`src/rtl/seven_seg_scanner.sv`:
```
// seven_seg_scanner: time-multiplexed BCD seven-segment display controller.
// Holds an active frame of BCD digits plus one pending frame from the
// calculator core. It scans digit 0 up to NUM_DIGITS-1 with an optional
// all-off gap between digits. Pending values take effect only at frame wraps.
// Optional feature macro: SEVEN_SEG_DIM_EN adds a 2-bit brightness input
// that shortens the lit part of each digit dwell.
module seven_seg_scanner #(
    parameter int NUM_DIGITS  = 4,
    parameter int REFRESH_DIV = 1000,
    parameter int GAP_CYCLES  = 2
) (
    input  logic                    clk,
    input  logic                    nrst,
    input  logic                    load_valid,
    output logic                    load_ready,
    input  logic [4*NUM_DIGITS-1:0] load_value,
    input  logic                    blank_lz,
`ifdef SEVEN_SEG_DIM_EN
    input  logic [1:0]              brightness,
`endif
    output logic [3:0]              digit_code,
    output logic [NUM_DIGITS-1:0]   digit_sel,
    output logic                    frame_done
);

    localparam int IDX_W = (NUM_DIGITS  > 1) ? $clog2(NUM_DIGITS)  : 1;
    localparam int DIV_W = (REFRESH_DIV > 1) ? $clog2(REFRESH_DIV) : 1;
    localparam int GAP_W = (GAP_CYCLES  > 1) ? $clog2(GAP_CYCLES)  : 1;

    typedef enum logic [1:0] {
        ST_IDLE = 2'd0,
        ST_SCAN = 2'd1,
        ST_GAP  = 2'd2
    } state_t;

    // Control state
    state_t                  r_state;
    logic [IDX_W-1:0]        r_idx;
    logic [DIV_W-1:0]        r_div_cnt;
    logic [GAP_W-1:0]        r_gap_cnt;
    logic [4*NUM_DIGITS-1:0] r_active;
    logic [4*NUM_DIGITS-1:0] r_pending;
    logic                    r_pending_full;

    // Registered outputs
    logic [NUM_DIGITS-1:0]   r_digit_sel;
    logic [3:0]              r_digit_code;
    logic                    r_load_ready;
    logic                    r_frame_done;

    // Next-state values
    state_t                  w_state_nxt;
    logic [IDX_W-1:0]        w_idx_nxt;
    logic [DIV_W-1:0]        w_div_nxt;
    logic [GAP_W-1:0]        w_gap_nxt;
    logic [4*NUM_DIGITS-1:0] w_active_nxt;
    logic [4*NUM_DIGITS-1:0] w_pending_nxt;
    logic                    w_pfull_nxt;
    logic                    w_step;
    logic                    w_wrap;

    // Display decode values
    logic [NUM_DIGITS-1:0]   w_upper_zero;
    logic [3:0]              w_digit;
    logic [3:0]              w_resolved;
    logic                    w_lit;
    logic [NUM_DIGITS-1:0]   w_sel_nxt;
    logic [3:0]              w_code_nxt;

    logic w_transfer;
    logic w_div_last;
    logic w_gap_last;

    assign w_transfer = load_valid && r_load_ready;
    assign w_div_last = (r_div_cnt == DIV_W'(REFRESH_DIV - 1));
    assign w_gap_last = (r_gap_cnt == GAP_W'(GAP_CYCLES - 1));

    // Next-state logic: dwell/gap counting, digit stepping and the frame-buffer handoff
    always_comb begin
        // NOTE: every signal gets a default first so no path can infer a latch.
        w_state_nxt   = r_state;
        w_idx_nxt     = r_idx;
        w_div_nxt     = r_div_cnt;
        w_gap_nxt     = r_gap_cnt;
        w_active_nxt  = r_active;
        w_pending_nxt = r_pending;
        w_pfull_nxt   = r_pending_full;
        w_step        = 1'b0;

        case (r_state)
            ST_IDLE: begin
                if (w_transfer) begin
                    w_state_nxt  = ST_SCAN;
                    w_idx_nxt    = '0;
                    w_div_nxt    = '0;
                    w_active_nxt = load_value;
                end
            end
            ST_SCAN: begin
                if (w_div_last) begin
                    w_div_nxt = '0;
                    if (GAP_CYCLES == 0) begin
                        w_step = 1'b1;
                    end else begin
                        w_state_nxt = ST_GAP;
                        w_gap_nxt   = '0;
                    end
                end else begin
                    w_div_nxt = r_div_cnt + DIV_W'(1);
                end
            end
            ST_GAP: begin
                if (w_gap_last) begin
                    w_step = 1'b1;
                end else begin
                    w_gap_nxt = r_gap_cnt + GAP_W'(1);
                end
            end
            default: begin
                w_state_nxt = ST_IDLE;
            end
        endcase

        w_wrap = w_step && (r_idx == IDX_W'(NUM_DIGITS - 1));

        if (w_step) begin
            w_state_nxt = ST_SCAN;
            w_div_nxt   = '0;
            w_idx_nxt   = w_wrap ? '0 : r_idx + IDX_W'(1);
        end

        // While scanning, a frame boundary promotes the pending frame; otherwise
        // a new load is parked until the boundary (or goes live if it lands on one).
        if (r_state != ST_IDLE) begin
            if (w_wrap && r_pending_full) begin
                w_active_nxt = r_pending;
                w_pfull_nxt  = 1'b0;
            end else if (w_transfer && w_wrap) begin
                w_active_nxt = load_value;
            end else if (w_transfer) begin
                w_pending_nxt = load_value;
                w_pfull_nxt   = 1'b1;
            end
        end
    end

    // Display decode: resolve the current digit and select from the present state and index
    always_comb begin
        for (int i = 0; i < NUM_DIGITS; i++) begin
            w_upper_zero[i] = ((r_active >> (4 * i)) == '0);
        end

        w_digit = r_active[{r_idx, 2'b00} +: 4];

        if (w_digit > 4'd9) begin
            w_resolved = 4'hF;
        end else if (blank_lz && (r_idx != '0) && w_upper_zero[r_idx]) begin
            w_resolved = 4'hF;
        end else begin
            w_resolved = w_digit;
        end

`ifdef SEVEN_SEG_DIM_EN
        w_lit = (32'(r_div_cnt) < (((32'(brightness) + 32'd1) * 32'(REFRESH_DIV)) / 32'd4));
`else
        w_lit = 1'b1;
`endif

        if ((r_state == ST_SCAN) && w_lit) begin
            w_sel_nxt  = ~(NUM_DIGITS'(1) << r_idx);
            w_code_nxt = w_resolved;
        end else begin
            w_sel_nxt  = '1;
            w_code_nxt = 4'hF;
        end
    end

    // State and output registers with synchronous active-low reset
    always_ff @(posedge clk) begin
        if (!nrst) begin
            // NOTE: sequential state uses non-blocking assignments so every
            // register samples the pre-edge values of the others.
            r_state        <= ST_IDLE;
            r_idx          <= '0;
            r_div_cnt      <= '0;
            r_gap_cnt      <= '0;
            r_active       <= '0;
            r_pending      <= '0;
            r_pending_full <= 1'b0;
            r_digit_sel    <= '1;
            r_digit_code   <= 4'hF;
            r_load_ready   <= 1'b1;
            r_frame_done   <= 1'b0;
        end else begin
            r_state        <= w_state_nxt;
            r_idx          <= w_idx_nxt;
            r_div_cnt      <= w_div_nxt;
            r_gap_cnt      <= w_gap_nxt;
            r_active       <= w_active_nxt;
            r_pending      <= w_pending_nxt;
            r_pending_full <= w_pfull_nxt;
            r_digit_sel    <= w_sel_nxt;
            r_digit_code   <= w_code_nxt;
            r_load_ready   <= (w_state_nxt == ST_IDLE) || !w_pfull_nxt;
            r_frame_done   <= w_wrap;
        end
    end

    assign digit_sel  = r_digit_sel;
    assign digit_code = r_digit_code;
    assign load_ready = r_load_ready;
    assign frame_done = r_frame_done;

endmodule

```
`config.mk`:
```
export PLATFORM = sky130hd
export DESIGN_NAME = seven_seg_scanner
export DESIGN_NICKNAME = d
export VERILOG_FILES = /design/src/rtl/seven_seg_scanner.sv
export SDC_FILE = /design/constraint.sdc
export NUM_CORES = 1
export LEC_CHECK = 0
export BUFFER_PORTS_ARGS = -buffer_cell sky130_fd_sc_hd__buf_2
export CAP_MARGIN = 20
export CORE_MARGIN = 5
export CORE_UTILIZATION = 45
export DETAILED_ROUTE_END_ITERATION = 7
export GPL_TIMING_DRIVEN = 1
export PLACE_DENSITY = 0.66
export SYNTH_ARGS = -nofsm -noshare
export SYNTH_HDL_FRONTEND = slang
export SYNTH_SLANG_ARGS = --single-unit
```
`constraint.sdc`:
```
create_clock -name clk -period 1.8 [get_ports clk]
set_input_delay 0.36 -clock clk [delete_from_list [all_inputs] [get_ports clk]]
set_output_delay 0.36 -clock clk [all_outputs]
set_load 0.02 [all_outputs]
```
# Word level (Yosys, flattened, before mapping)
# Index checks and enable logic that the tools add are counted.
totals:
  reg_bits: 58
  input_bits: 20
  out_inout_bits: 10
  word_cells: 83
classes:
  n_addsub: 3
  order_cmp: 2
  n_eq_ne: 6
  shift: 2
  n_mux: 27
  bitwise_logic: 5
  reduce_logical: 27
ops:
  columns: ["operator", "n"]
  rows:
  - ["16-bit 2-to-1 mux", 5]
  - ["16-bit logical NOT", 4]
  - ["10-bit 2-to-1 mux", 2]
  - ["10-bit case mux with 2 select lines", 1]
  - ["16-bit by 5-bit indexed part select with 4-bit output", 1]
  - ["2-bit 2-to-1 mux", 7]
  - ["2-bit nonzero test", 6]
  - ["10-bit by 1-bit adder with 10-bit output, second input constant", 1]
  - ["10-bit equality test, second input constant", 1]
  - ["1-bit 2-to-1 mux", 9]
  - ["2-bit AND reduction", 4]
  - ["1-bit logical AND", 6]
  - ["2-bit case mux with 3 select lines", 1]
  - ["2-bit equality test, second input constant", 2]
  - ["4-bit greater-than comparator, second input constant", 1]
  - ["2-bit logical NOT", 2]
  - ["2-bit != test, second input constant", 2]
  - ["1-bit NOT", 4]
  - ["4-bit NOT", 1]
  - ["4-bit AND reduction", 1]
  - ["4-bit OR reduction", 1]
  - ["1-bit by 2-bit left shift with 4-bit output, first input constant", 1]
  - ["2-bit by 3-bit less-than comparator with 1-bit output, second input constant", 1]
  - ["2-bit by 1-bit adder with 2-bit output, second input constant", 1]
  - ["other kinds (7)", 7]

# Depth between registers and ports, before layout
logic_depth:
  ltp_word: 9
  depth_mapped: 7
  depth_no_buf: 6

# Worst setup path after synthesis
# No wires, ideal clock.
synth_path:
  kind: "register to register"
  start: "reg r_load_ready (netlist: load_ready)"
  end: "reg r_active[10]"
  arrival_ns: 1.725
  required_ns: 1.662
  slack_ns: -0.063
  stages_incl_launch_ff: 6
  period_less_slack_ns: 1.863
  cell_sequence: "dfxtp_1 > nand2_1 > a211oi_4 > buf_6 > mux2i_1 > o221ai_1"
synth_via:
  elab_chain_len: 6
  word_cells_on_any_way: 7
  cone_classes: "mux (5); reduce/logical (2)"
synth_lines:
  columns: ["item", "line", "source"]
  rows:
  - ["from (decl)", "48", "logic r_load_ready;"]
  - ["from (signal assigned)", "204", "r_load_ready <= (w_state_nxt == ST_IDLE) || !w_pfull_nxt;"]
  - ["1-bit logical AND *", "74", "assign w_transfer = load_valid && r_load_ready;"]
  - ["16-bit 2-to-1 mux", "92", "if (w_transfer) begin"]
  - ["16-bit 2-to-1 mux", "90", "case (r_state)"]
  - ["16-bit 2-to-1 mux", "138", "end else if (w_transfer && w_wrap) begin"]
  - ["16-bit 2-to-1 mux", "135", "if (w_wrap && r_pending_full) begin"]
  - ["16-bit 2-to-1 mux *", "134", "if (r_state != ST_IDLE) begin"]
  - ["to (signal assigned)", "199", "r_active <= w_active_nxt;"]
  - ["to (decl)", "41", "logic [4*NUM_DIGITS-1:0] r_active;"]
# Every way passes the cells marked *; elsewhere a longest branch is shown, timed or not.
# A chain may end at the register's enable or synchronous reset.

# Final worst setup path
layout_path:
  start: "reg r_state[1]"
  end: "reg r_active[14]"
layout_via:
  elab_chain_len: 7
  word_cells_on_any_way: 11
  cone_classes: "eq/ne (1); mux (5); reduce/logical (5)"
layout_lines:
  columns: ["item", "line", "source"]
  rows:
  - ["from (decl)", "37", "state_t r_state;"]
  - ["from (signal assigned)", "195", "r_state <= w_state_nxt;"]
  - ["2-bit equality test", "90", null]
  - ["1-bit 2-to-1 mux", "90", null]
  - ["1-bit logical AND", "124", "w_wrap = w_step && (r_idx == IDX_W'(NUM_DIGITS - 1));"]
  - ["1-bit logical AND", "138", null]
  - ["16-bit 2-to-1 mux", "138", null]
  - ["16-bit 2-to-1 mux", "135", null]
  - ["16-bit 2-to-1 mux *", "134", null]
# Marks and branches as above.

==> impl_metrics.env <==
export IMPL_regToRegStartpoint="r_state[1]$_SDFF_PN0_"
export IMPL_fmax_mhz=608
export IMPL_power_density_mw_per_mm2=1010
export IMPL_die_area_mm2=0.00813
export IMPL_synth_area_mm2=0.00289
export IMPL_cts_root_buf="clkbuf_8"
export IMPL_clock_latency_ns=0.34
export IMPL_tightest_slew_ns=0.544
export IMPL_ant_nets=0
export IMPL_yosysWarnings=0
export IMPL_vias_per_cell=5.64
export IMPL_tns_ns=0
export IMPL_fin_util_pct=53.9
export IMPL_fillers=589
export IMPL_drtPass1Iterations=4
export IMPL_drv_slew=0
export IMPL_synth_distinct_cells=40
export IMPL_wl_mm=6.35
export IMPL_finalClockSkew_ns=0.0162
export IMPL_placed_cells=395
export IMPL_core_area_mm2=0.00631
export IMPL_place_congestion=0.847
export IMPL_vias=2320
export IMPL_crit_path_top_delay_cell="and4bb_2"
export IMPL_drive_gt1_share_pct=21.6
export IMPL_setup_violations_final=0
export IMPL_track_usage_pct=16.1
export IMPL_cp_required_ns=2.00
export IMPL_drt_iter0_drc=78
export IMPL_cp_top_family="simple AND/OR/NAND/NOR gates"
export IMPL_combPwrFrac_pct=11.9
export IMPL_place_ws_ns=0.174
export IMPL_num_nets_final=354
export IMPL_postCtsSetupBuffers=0
export IMPL_grt_max_degree=21
export IMPL_clk_pin_slew_worst_paths_ns=0.08
export IMPL_hold_viol_final=0
export IMPL_r2r_end="r_active[14]$_SDFF_PN0_"
export IMPL_crit_chain="and4bb_2, mux2i_1, o221ai_1"
export IMPL_first_global_vias=2174
export IMPL_hold_depth=3
export IMPL_die_height_um=90.1
export IMPL_grt_first_pass_wirelength_mm=10.8
export IMPL_max_slew_margin_pct=63.7
export IMPL_rrSetupSlack_ns=0.16
export IMPL_hold_buffers=0
export IMPL_yosys_top_cells_area="dfxtp_1 40%, mux2i_1 16%, o221ai_1 4.8%"
export IMPL_initial_core_util_pct=45.8
export IMPL_ir_drop_mv=0.711
export IMPL_die_w_um=90.1
export IMPL_rsz0062_at_grt="no"
export IMPL_cp_arrival_ns=1.84
export IMPL_met3WireLength_um=267
export IMPL_clkPwrFrac_pct=46.7
export IMPL_cts_sinks=58
export IMPL_cts_tree="done"
export IMPL_power_total_uw=3420
export IMPL_synth_seq_cells=58
export IMPL_antenna_found_initial=0
export IMPL_p_int_uw=2610
export IMPL_critPathMaxStageDelay_ns=0.70
export IMPL_dp_hpwl_mm=4.46
export IMPL_p_leak_uw=0.00124
export IMPL_yosysSeqAreaShare_pct=40.2
export IMPL_ios=30
export IMPL_ff_latch_area_mm2=0.00116
export IMPL_outcome="finished, final reports clean"
export IMPL_wl_met1_mm=3.04
export IMPL_area_growth_pct=17.8
export IMPL_period_share_pct=91.3
export IMPL_antenna_cells=0
export IMPL_synth_top_area_share_pct=40.2
export IMPL_hp_class="input port to flop"
export IMPL_cp_max_fo=15
export IMPL_cts_buffers=9
export IMPL_reg2reg_depth=3
export IMPL_min_from="load_value[11]"
export IMPL_power_share_switching_pct=23.8
export IMPL_multiInputGateArea_mm2=0.00161
export IMPL_startpoint_type="flop"
export IMPL_placementRows=29
export IMPL_postSynthCellCount=298
export IMPL_finalCriticalPeriod_ns=1.64
export IMPL_seqPwrFrac_pct=41.3
export IMPL_top_layer_used="met4"
export IMPL_cap_violations=0
export IMPL_cts_max_level=3
export IMPL_endpoint_kind="flop"
export IMPL_overflow=0
export IMPL_min_to="r_pending[11]$_SDFFE_PN0P_"
export IMPL_port_buffers=29
export IMPL_wl_per_cell_um=15.5
export IMPL_cts_buffer_depth=2
export IMPL_post_cts_resized=0
export IMPL_path_class="flop to flop"
export IMPL_synth_nets=323
export IMPL_fin_cells=411
export IMPL_drc=0
export IMPL_avgSynthCellArea_um2=9.70
export IMPL_path_buf_inv=0
export IMPL_wl_met2_mm=2.92
export IMPL_p_switching_uw=813
export IMPL_setup_slack_ns=0.156
export IMPL_synth_area_leader_cell="dfxtp_1"
==> metal layers <==
metal / vias to the layer above / track usage (%)
met3: 10 / 3.42
li1: 1162 / -
met4: 0 / 7.07
met1: 1104 / 21.7
met5: - / 0
met2: 44 / 24.7
==> cells by family after synthesis <==
| group | count (synthesis) | synth area share [%] |
|---|---|---|
| and+or+nand+nor | 101 | 18.4 |
| muxes | 54 | 20.6 |
| adders and majority gates | 5 | 2.16 |
| buffers and inverters | 24 | 4.20 |
| AOI/OAI and AO/OA | 56 | 14.5 |
| DFF | 58 | 40.2 |
==> synth_stat cells (all sizes together) <==
| master | count |
|---|---|
| nand3 | 9 |
| nor2b | 19 |
| nor2 | 10 |
| mux2i | 46 |
| inv | 3 |
| nand2b | 3 |
| a211o | 1 |
| or2 | 3 |
| or4 | 2 |
| nor4 | 6 |
| o21ai | 6 |
| nand4 | 2 |
| a2111o | 1 |
| a31oi | 4 |
| and2 | 2 |
| nand3b | 3 |
| o211ai | 1 |
| and4bb | 1 |
| dfxtp | 58 |
| nand4b | 2 |
| nand2 | 32 |
| o221ai | 16 |
| mux2 | 4 |
| or3 | 1 |
| nor3 | 3 |
| a21oi | 15 |
| clkbuf | 14 |
| mux4 | 4 |
| ha | 5 |
| o31a | 4 |
| buf | 7 |
| and3 | 2 |
| and3b | 1 |
| o21a | 1 |
| a211oi | 3 |
| a21o | 1 |
| a22oi | 3 |
==> state kept, by name, summed over array words and instances (netlist names) <==
register / flops
r_state: 2
load_ready: 1
digit_sel: 4
r_gap_cnt: 1
r_pending: 16
digit_code: 4
r_idx: 2
r_pending_full: 1
frame_done: 1
r_div_cnt: 10
r_active: 16
==> worst register-to-register path, delay by kind of cell, from the launching register on <==
family	cells	cell delay, ns
AND/OR/NAND/NOR	1	0.70
AO/OA/AOI/OAI	1	0.12
flip-flops	1	0.40
multiplexers	1	0.27
==> worst max path at each step <==
| stage | slack, ns | start | cells after the start | endpoint |
|---|---|---|---|---|
| after floorplan | 0.0005 | r_idx[0]$_SDFFE_PN0P_ | 7 | r_active[10]$_SDFF_PN0_ |
| after global placement | 0.21 | load_valid | 4 | r_active[7]$_SDFF_PN0_ |
| after detailed placement | 0.17 | load_valid | 4 | r_active[11]$_SDFF_PN0_ |
| after CTS | 0.17 | r_state[1]$_SDFF_PN0_ | 3 | r_active[14]$_SDFF_PN0_ |
| after global routing | 0.06 | r_state[1]$_SDFF_PN0_ | 3 | r_active[1]$_SDFF_PN0_ |
| final | 0.16 | r_state[1]$_SDFF_PN0_ | 3 | r_active[14]$_SDFF_PN0_ |
==> cell usage in the layout, fill, tap and decap left out, types with 4 or more instances in the layout <==
cell type / Yosys / layout
nor2_1: 10 / 10
nand2_1: 32 / 31
a21oi_1: 15 / 15
o221ai_1: 16 / 16
nor4_1: 6 / 6
nand3_1: 9 / 9
bufinv_16: 0 / 4
dfxtp_1: 58 / 58
buf_4: 0 / 10
o21ai_0: 6 / 6
clkbuf_8: 0 / 9
mux4_2: 4 / 4
mux2i_1: 46 / 46
nor2b_1: 19 / 19
o31a_1: 4 / 4
buf_2: 4 / 29
mux2_2: 4 / 4
a31oi_1: 4 / 4
ha_1: 5 / 5
==> final cells by class <==
type	count	share of cell area, %
Clock inverter	7	4.15
Timing Repair Buffer	41	7.64
Tap cell	77	2.83
Inverter	3	0.331
Multi-Input combinational cell	216	47.3
Sequential cell	58	34.1
Clock buffer	9	3.64
==> per-stage QoR <==
stage / instance area (um2) / hold WS, ns
after CTS: 3400 / 0.314
after global placement: 3140 / 0.442
after global routing: 3400 / 0.341
after detailed placement: 3140 / 0.449
after floorplan: 2900 / 0.432
final: 3400 / 0.321
==> power by group through the flow <==
stage / clock [uW] / sequential, uW / combinational, uW
floorplan: 0 / 1430 / 298
global placement: 0 / 1440 / 401
detailed placement: 0 / 1440 / 408
CTS: 1630 / 1410 / 410
global route: 1690 / 1420 / 448
finish: 1600 / 1410 / 408
(Power assumes the default switching activity.)
